==> config.mk <==
export PLATFORM = sky130hd
export DESIGN_NAME = bip_control_flat
export DESIGN_NICKNAME = d
export VERILOG_FILES = /design/src/rtl/bip_control_if.sv /design/src/rtl/bip_control.sv /design/src/flat_wrapper.sv
export SDC_FILE = /design/constraint.sdc
export NUM_CORES = 1
export LEC_CHECK = 0
export ABC_AREA = 1
export CORE_UTILIZATION = 40
export DETAILED_ROUTE_END_ITERATION = 16
export GPL_ROUTABILITY_DRIVEN = 0
export PLACE_DENSITY = 0.84
export SYNTH_ARGS = -nofsm -noshare
export SYNTH_HDL_FRONTEND = slang
export SYNTH_SLANG_ARGS = --single-unit
==> constraint.sdc <==
create_clock -name i_clock -period 3.5 [get_ports i_clock]
set_clock_uncertainty 0.05 [all_clocks]
set_input_delay 0.7 -clock i_clock [delete_from_list [all_inputs] [get_ports i_clock]]
set_output_delay 0.7 -clock i_clock [all_outputs]
set_load 0.005 [all_outputs]
==> src/rtl/bip_control_if.sv <==
// bip_control_if: control bus between the BIP controller and its memories/datapath
interface bip_control_if #(
  parameter int PC_WIDTH    = 11,
  parameter int INSTR_WIDTH = 16
);
  logic                   start;
  logic [INSTR_WIDTH-1:0] instruction;
  logic [PC_WIDTH-1:0]    pc_addr;
  logic [PC_WIDTH-1:0]    operand;
  logic [1:0]             sel_a;
  logic                   sel_b;
  logic                   wr_acc;
  logic                   op;
  logic                   wr_ram;
  logic                   rd_ram;
  logic                   halted;
`ifdef BIP_CYCLE_COUNTER_EN
  logic [15:0]            cycles;
`endif
  modport master (
    output start, instruction,
    input  pc_addr, operand, sel_a, sel_b, wr_acc, op, wr_ram, rd_ram, halted
`ifdef BIP_CYCLE_COUNTER_EN
    , input cycles
`endif
  );
  modport slave (
    input  start, instruction,
    output pc_addr, operand, sel_a, sel_b, wr_acc, op, wr_ram, rd_ram, halted
`ifdef BIP_CYCLE_COUNTER_EN
    , output cycles
`endif
  );
endinterface

==> src/rtl/bip_control.sv <==
// bip_control: BIP program sequencer and instruction decoder; BIP_CYCLE_COUNTER_EN adds a RUN cycle counter
module bip_control #(
  parameter int PC_WIDTH    = 11,
  parameter int INSTR_WIDTH = 16
) (
  input logic         i_clock,
  input logic         i_reset,
  bip_control_if.slave bus
);
  typedef enum logic [1:0] {IDLE, RUN, HALT} state_t;
  state_t              state;
  logic [PC_WIDTH-1:0] pc;
  logic [4:0]          opcode;
  logic                run;
  logic                is_arith;
  assign opcode   = bus.instruction[INSTR_WIDTH-1 -: 5];
  assign run      = state == RUN;
  assign is_arith = opcode[4:2] == 3'b001;
  assign bus.pc_addr = pc;
  assign bus.operand = bus.instruction[PC_WIDTH-1:0];
  assign bus.halted  = state == HALT;
  // sequencer: start from IDLE, step PC each RUN cycle, park on HLT until reset
  always_ff @(posedge i_clock) begin
    if (i_reset) begin
      state <= IDLE;
      pc    <= '0;
    end else begin
      case (state)
        IDLE: state <= bus.start ? RUN : IDLE;
        RUN: begin
          state <= opcode == 5'b00000 ? HALT : RUN;
          pc    <= opcode == 5'b00000 ? pc : pc + 1'b1;
        end
        default: state <= HALT;
      endcase
    end
  end
  // zero-latency decode, gated so nothing strobes outside RUN
  always_comb begin
    bus.sel_a  = !run ? 2'b00 : is_arith ? 2'b10 : opcode == 5'b00011 ? 2'b01 : 2'b00;
    bus.sel_b  = run & is_arith & opcode[0];
    bus.op     = run & is_arith & opcode[1];
    bus.wr_acc = run & (is_arith | opcode[4:1] == 4'b0001);
    bus.rd_ram = run & (opcode == 5'b00010 | (is_arith & !opcode[0]));
    bus.wr_ram = run & opcode == 5'b00001;
  end
`ifdef BIP_CYCLE_COUNTER_EN
  logic [15:0] cycles;
  assign bus.cycles = cycles;
  // saturating count of edges spent in RUN, HLT cycle included
  always_ff @(posedge i_clock) begin
    if (i_reset) cycles <= '0;
    else if (run && cycles != 16'hFFFF) cycles <= cycles + 1'b1;
  end
`endif
endmodule

==> src/flat_wrapper.sv <==
// flat-port wrapper written by rule: the top's interface ports become plain ports
module bip_control_flat 
#(
  parameter int PC_WIDTH    = 11,
  parameter int INSTR_WIDTH = 16
)
  (i_clock, i_reset, bus_start, bus_instruction, bus_pc_addr, bus_operand, bus_sel_a, bus_sel_b, bus_wr_acc, bus_op, bus_wr_ram, bus_rd_ram, bus_halted);
  bip_control_if #(.PC_WIDTH(PC_WIDTH), .INSTR_WIDTH(INSTR_WIDTH)) bus_i ();
  input logic i_clock;
  input logic i_reset;
  input wire logic [$bits(bus_i.start)-1:0] bus_start;
  input wire logic [$bits(bus_i.instruction)-1:0] bus_instruction;
  output wire logic [$bits(bus_i.pc_addr)-1:0] bus_pc_addr;
  output wire logic [$bits(bus_i.operand)-1:0] bus_operand;
  output wire logic [$bits(bus_i.sel_a)-1:0] bus_sel_a;
  output wire logic [$bits(bus_i.sel_b)-1:0] bus_sel_b;
  output wire logic [$bits(bus_i.wr_acc)-1:0] bus_wr_acc;
  output wire logic [$bits(bus_i.op)-1:0] bus_op;
  output wire logic [$bits(bus_i.wr_ram)-1:0] bus_wr_ram;
  output wire logic [$bits(bus_i.rd_ram)-1:0] bus_rd_ram;
  output wire logic [$bits(bus_i.halted)-1:0] bus_halted;
  assign bus_i.start = bus_start;
  assign bus_i.instruction = bus_instruction;
  assign bus_pc_addr = bus_i.pc_addr;
  assign bus_operand = bus_i.operand;
  assign bus_sel_a = bus_i.sel_a;
  assign bus_sel_b = bus_i.sel_b;
  assign bus_wr_acc = bus_i.wr_acc;
  assign bus_op = bus_i.op;
  assign bus_wr_ram = bus_i.wr_ram;
  assign bus_rd_ram = bus_i.rd_ram;
  assign bus_halted = bus_i.halted;
  bip_control #(.PC_WIDTH(PC_WIDTH), .INSTR_WIDTH(INSTR_WIDTH)) u_core (.i_clock(i_clock), .i_reset(i_reset), .bus(bus_i));
endmodule
==> insert_results.sql <==
INSERT INTO impl_metrics (metric_group, metric, value, unit) VALUES
('synthesis', 'share_of_yosys_cell_area_claimed_by_the_top_area_cell_type', '30.81', '%'),
('routing', 'viasPerCell', '4.794', ''),
('worst_setup_path', 'setup.worst_path.class', 'input pin to output port', ''),
('clock_network', 'max-clock-path-buffers', '2', ''),
('synthesis', 'synthArstFlopShare', '0', '%'),
('sta', 'report.final.slew_viol_count', '0', ''),
('synthesis', 'post-synth-top-count-cell', 'sky130_fd_sc_hd__nand2_1', ''),
('worst_setup_path', 'crit_path_start_kind', 'input pin', ''),
('grt', 'grt_first_pass_wirelength', '2.746', 'mm'),
('power_and_ir_drop', 'power_density', '275.4', 'mW/mm2'),
('routing', 'vias', '815', ''),
('placement', 'dpl.hpwl', '1.390', 'mm'),
('sta', 'finalSetupViolCount', '0', ''),
('clock_network', 'clock_sinks', '13', ''),
('synthesis', 'synth_seq_cells', '13', ''),
('sta', 'max_freq', '337.4', 'MHz'),
('clock_network', 'clk_root_buffer_cell', 'sky130_fd_sc_hd__clkbuf_4', ''),
('run', 'max_cap_viol_count', '0', ''),
('clock_network', 'clk_latency', '0.28', 'ns'),
('synthesis', 'mappedNetlistNets', '144', ''),
('clock_network', 'cts-resized-gates', '0', ''),
('hold_path', 'hold-path-cell-count', '2', ''),
('routing', 'drc_violations_left', '0', ''),
('routing', 'drtIter0Drc', '12', ''),
('floorplanning', 'fp_rows', '16', ''),
('synthesis', 'netlist_top_cells_count', 'sky130_fd_sc_hd__nand2_1 (25), sky130_fd_sc_hd__nor2_1 (24), sky130_fd_sc_hd__dfxtp_1 (13)', ''),
('sta', 'rsz_0062_raised_after_global_routing', 'no', ''),
('grt', 'first_global_vias', '712', ''),
('layout', 'drive_gt1_share', '6.993', '%'),
('power_and_ir_drop', 'power_frac_comb', '16.9', '%'),
('synthesis', 'ys_types', '22', ''),
('synthesis', 'post_synth_inst_count', '124', ''),
('clock_network', 'cts_hold_buffers', '0', ''),
('floorplanning', 'die_span_x', '47.95', 'um'),
('synthesis', 'synth.top_cells.by_area', 'sky130_fd_sc_hd__dfxtp_1 (31%), sky130_fd_sc_hd__nand2_1 (11%), sky130_fd_sc_hd__nor2_1 (11%), sky130_fd_sc_hd__buf_4 (9.8%), sky130_fd_sc_hd__a21oi_1 (5.3%)', ''),
('routing', 'first_pass_iters', '4', ''),
('synthesis', 'ys.flop_type', 'sky130_fd_sc_hd__dfxtp_1', ''),
('synthesis', 'syn_area_per_cell', '6.811', 'um2'),
('floorplanning', 'core_area', '0.001982', 'mm2'),
('power_and_ir_drop', 'static_leakage', '0.3908', 'nW'),
('sta', 'finalWorstPathRequiredPeriod', '2.964', 'ns'),
('power_and_ir_drop', 'power_frac_seq', '52.0', '%'),
('sta', 'worst_pin_slew', '0.2941', 'ns'),
('worst_setup_path', 'cp_max_fo', '4', ''),
('run_status', 'run_status', 'completed', ''),
('clock_network', 'postCtsSetupRepairBufs', '0', ''),
('worst_setup_path', 'critical_path_arrival', '2.21', 'ns'),
('sta', 'fin_crit_sh', '84.68', '%'),
('hold_path', 'min-delay-path-class', 'flip-flop to flip-flop', ''),
('placement', 'dpl_cell_area', '0.001056', 'mm2'),
('floorplanning', 'die_area', '0.002299', 'mm2'),
('power_and_ir_drop', 'power_frac_clock', '31.1', '%'),
('synthesis', 'yosysWarningCount', '0', ''),
('placement', 'dpl_worst_slack', '0.5289', 'ns'),
('layout', 'syn2layout_area_growth', '28.15', '%'),
('clock_network', 'clkTransAtPathRegs', '0.08', 'ns'),
('clock_network', 'htree_levels', '1', ''),
('grt', 'antenna_found_initial', '0', ''),
('worst_setup_path', 'setup.worst_path.end_class', 'output port', ''),
('clock_network', 'tritoncts', 'yes', ''),
('synthesis', 'synth.cell_area', '844.6', 'um2'),
('power_and_ir_drop', 'irDropWorstVdd', '0.1628', 'mV'),
('sta', 'hold_ws', '0.4641', 'ns'),
('placement', 'numPortBuffers', '26', ''),
('grt', 'gr_overflow_total', '0', ''),
('power_and_ir_drop', 'switching_share', '26.75', '%'),
('synthesis', 'synth_top_cell_by_area', 'sky130_fd_sc_hd__dfxtp_1', ''),
('floorplanning', 'pin_count', '49', ''),
('floorplanning', 'dieHeight', '47.95', 'um'),
('routing', 'average_wire_length_per_cell_after_detail_routing', '10.55', 'um'),
('sta', 'final.setup.worst_slack', '0.5361', 'ns');
[worst max-delay path: stages]
cell and delay, ns:
sky130_fd_sc_hd__clkdlybuf4s50_1 0.44, sky130_fd_sc_hd__nor2_4 0.17, sky130_fd_sc_hd__o21ai_0 0.15, sky130_fd_sc_hd__nor3_1 0.20
sky130_fd_sc_hd__clkdlybuf4s50_1 0.54
[power by group through the flow]
stage / combinational, mW / sequential, mW / clock [mW]
final: 0.0505 / 0.155 / 0.0926
after detailed placement: 0.0508 / 0.159 / 0
after CTS: 0.0508 / 0.155 / 0.0934
after global routing: 0.0550 / 0.155 / 0.101
after global placement: 0.0484 / 0.158 / 0
after floorplan: 0.0374 / 0.158 / 0
[flip-flops by register name, indices dropped and copies added, names as in the netlist]
signal	count
u_core.state	2
u_core.bus.pc_addr	11
[worst paths after layout]
| path | start | end | slack [ns] |
|---|---|---|---|
| max | bus_instruction[15] | bus_rd_ram | 0.54 |
| min | u_core.bus.pc_addr[10] | u_core.bus.pc_addr[10] | 0.46 |
| max reg2reg | u_core.bus.pc_addr[1] | u_core.bus.pc_addr[8] | 2.14 |
| min reg2reg | u_core.bus.pc_addr[10] | u_core.bus.pc_addr[10] | 0.46 |
[metrics by stage]
stage / total power, mW / cells / utilization (%)
final: 0.2981 / 170 / 54.61
after global routing: 0.3119 / 170 / 54.61
after CTS: 0.2992 / 170 / 54.61
after detailed placement: 0.2094 / 166 / 53.28
after global placement: 0.2066 / 166 / 53.28
after floorplan: 0.1956 / 124 / -
[final cells by class]
cell class	count	area, um2
multi-input combinational	86	446.7
sequential	13	260.3
clock buffer	4	26.28
inverter	14	55.05
tap	27	33.78
timing repair buffer	26	260.3
fill	183	899.6
[cell usage in the layout (no fill, tap or decap)]
cell type / netlist / routed
sky130_fd_sc_hd__dfxtp_1: 13 / 13
sky130_fd_sc_hd__nand4_1: 3 / 3
sky130_fd_sc_hd__nor2_8: 1 / 1
sky130_fd_sc_hd__xor2_1: 1 / 1
sky130_fd_sc_hd__inv_4: 1 / 1
sky130_fd_sc_hd__inv_2: 1 / 1
sky130_fd_sc_hd__clkbuf_4: 0 / 3
sky130_fd_sc_hd__nor2_4: 1 / 1
sky130_fd_sc_hd__nand2_1: 25 / 25
sky130_fd_sc_hd__nor2_1: 24 / 24
sky130_fd_sc_hd__xnor2_1: 2 / 2
sky130_fd_sc_hd__a21oi_1: 9 / 9
sky130_fd_sc_hd__o21bai_1: 1 / 1
sky130_fd_sc_hd__clkdlybuf4s50_1: 0 / 26
sky130_fd_sc_hd__inv_1: 12 / 12
sky130_fd_sc_hd__nor3b_1: 1 / 1
sky130_fd_sc_hd__nand2_8: 1 / 1
sky130_fd_sc_hd__nand3_4: 1 / 1
sky130_fd_sc_hd__o21ai_0: 5 / 5
sky130_fd_sc_hd__nor2_2: 1 / 1
sky130_fd_sc_hd__ha_1: 1 / 1
sky130_fd_sc_hd__clkbuf_1: 0 / 1
sky130_fd_sc_hd__nand3_1: 7 / 7
sky130_fd_sc_hd__nor3_1: 2 / 2
[cells by family (layout without fill, tap and decap cells)]
family                   count (synthesis)  count (layout)  synth area share, %
flip-flops                              13              13                30.81
AO/OA/AOI/OAI                           15              15                9.185
AND/OR/NAND/NOR                         67              67                39.11
buffers and inverters                   25              44                16.30
adder cells (fa/ha/maj)                  1               1                1.481
XOR/XNOR                                 3               3                3.112
[routing by layer]
layer / up-vias / GRT usage [%] / share of wire [%]
li1: 421 / - / -
met1: 365 / 17.41 / 43
met2: 23 / 31.89 / 49
met3: 6 / 3.019 / 5.9
met4: 0 / 9.444 / 2.1
met5: - / 0 / 0
Power figures use the tool's default switching activity.
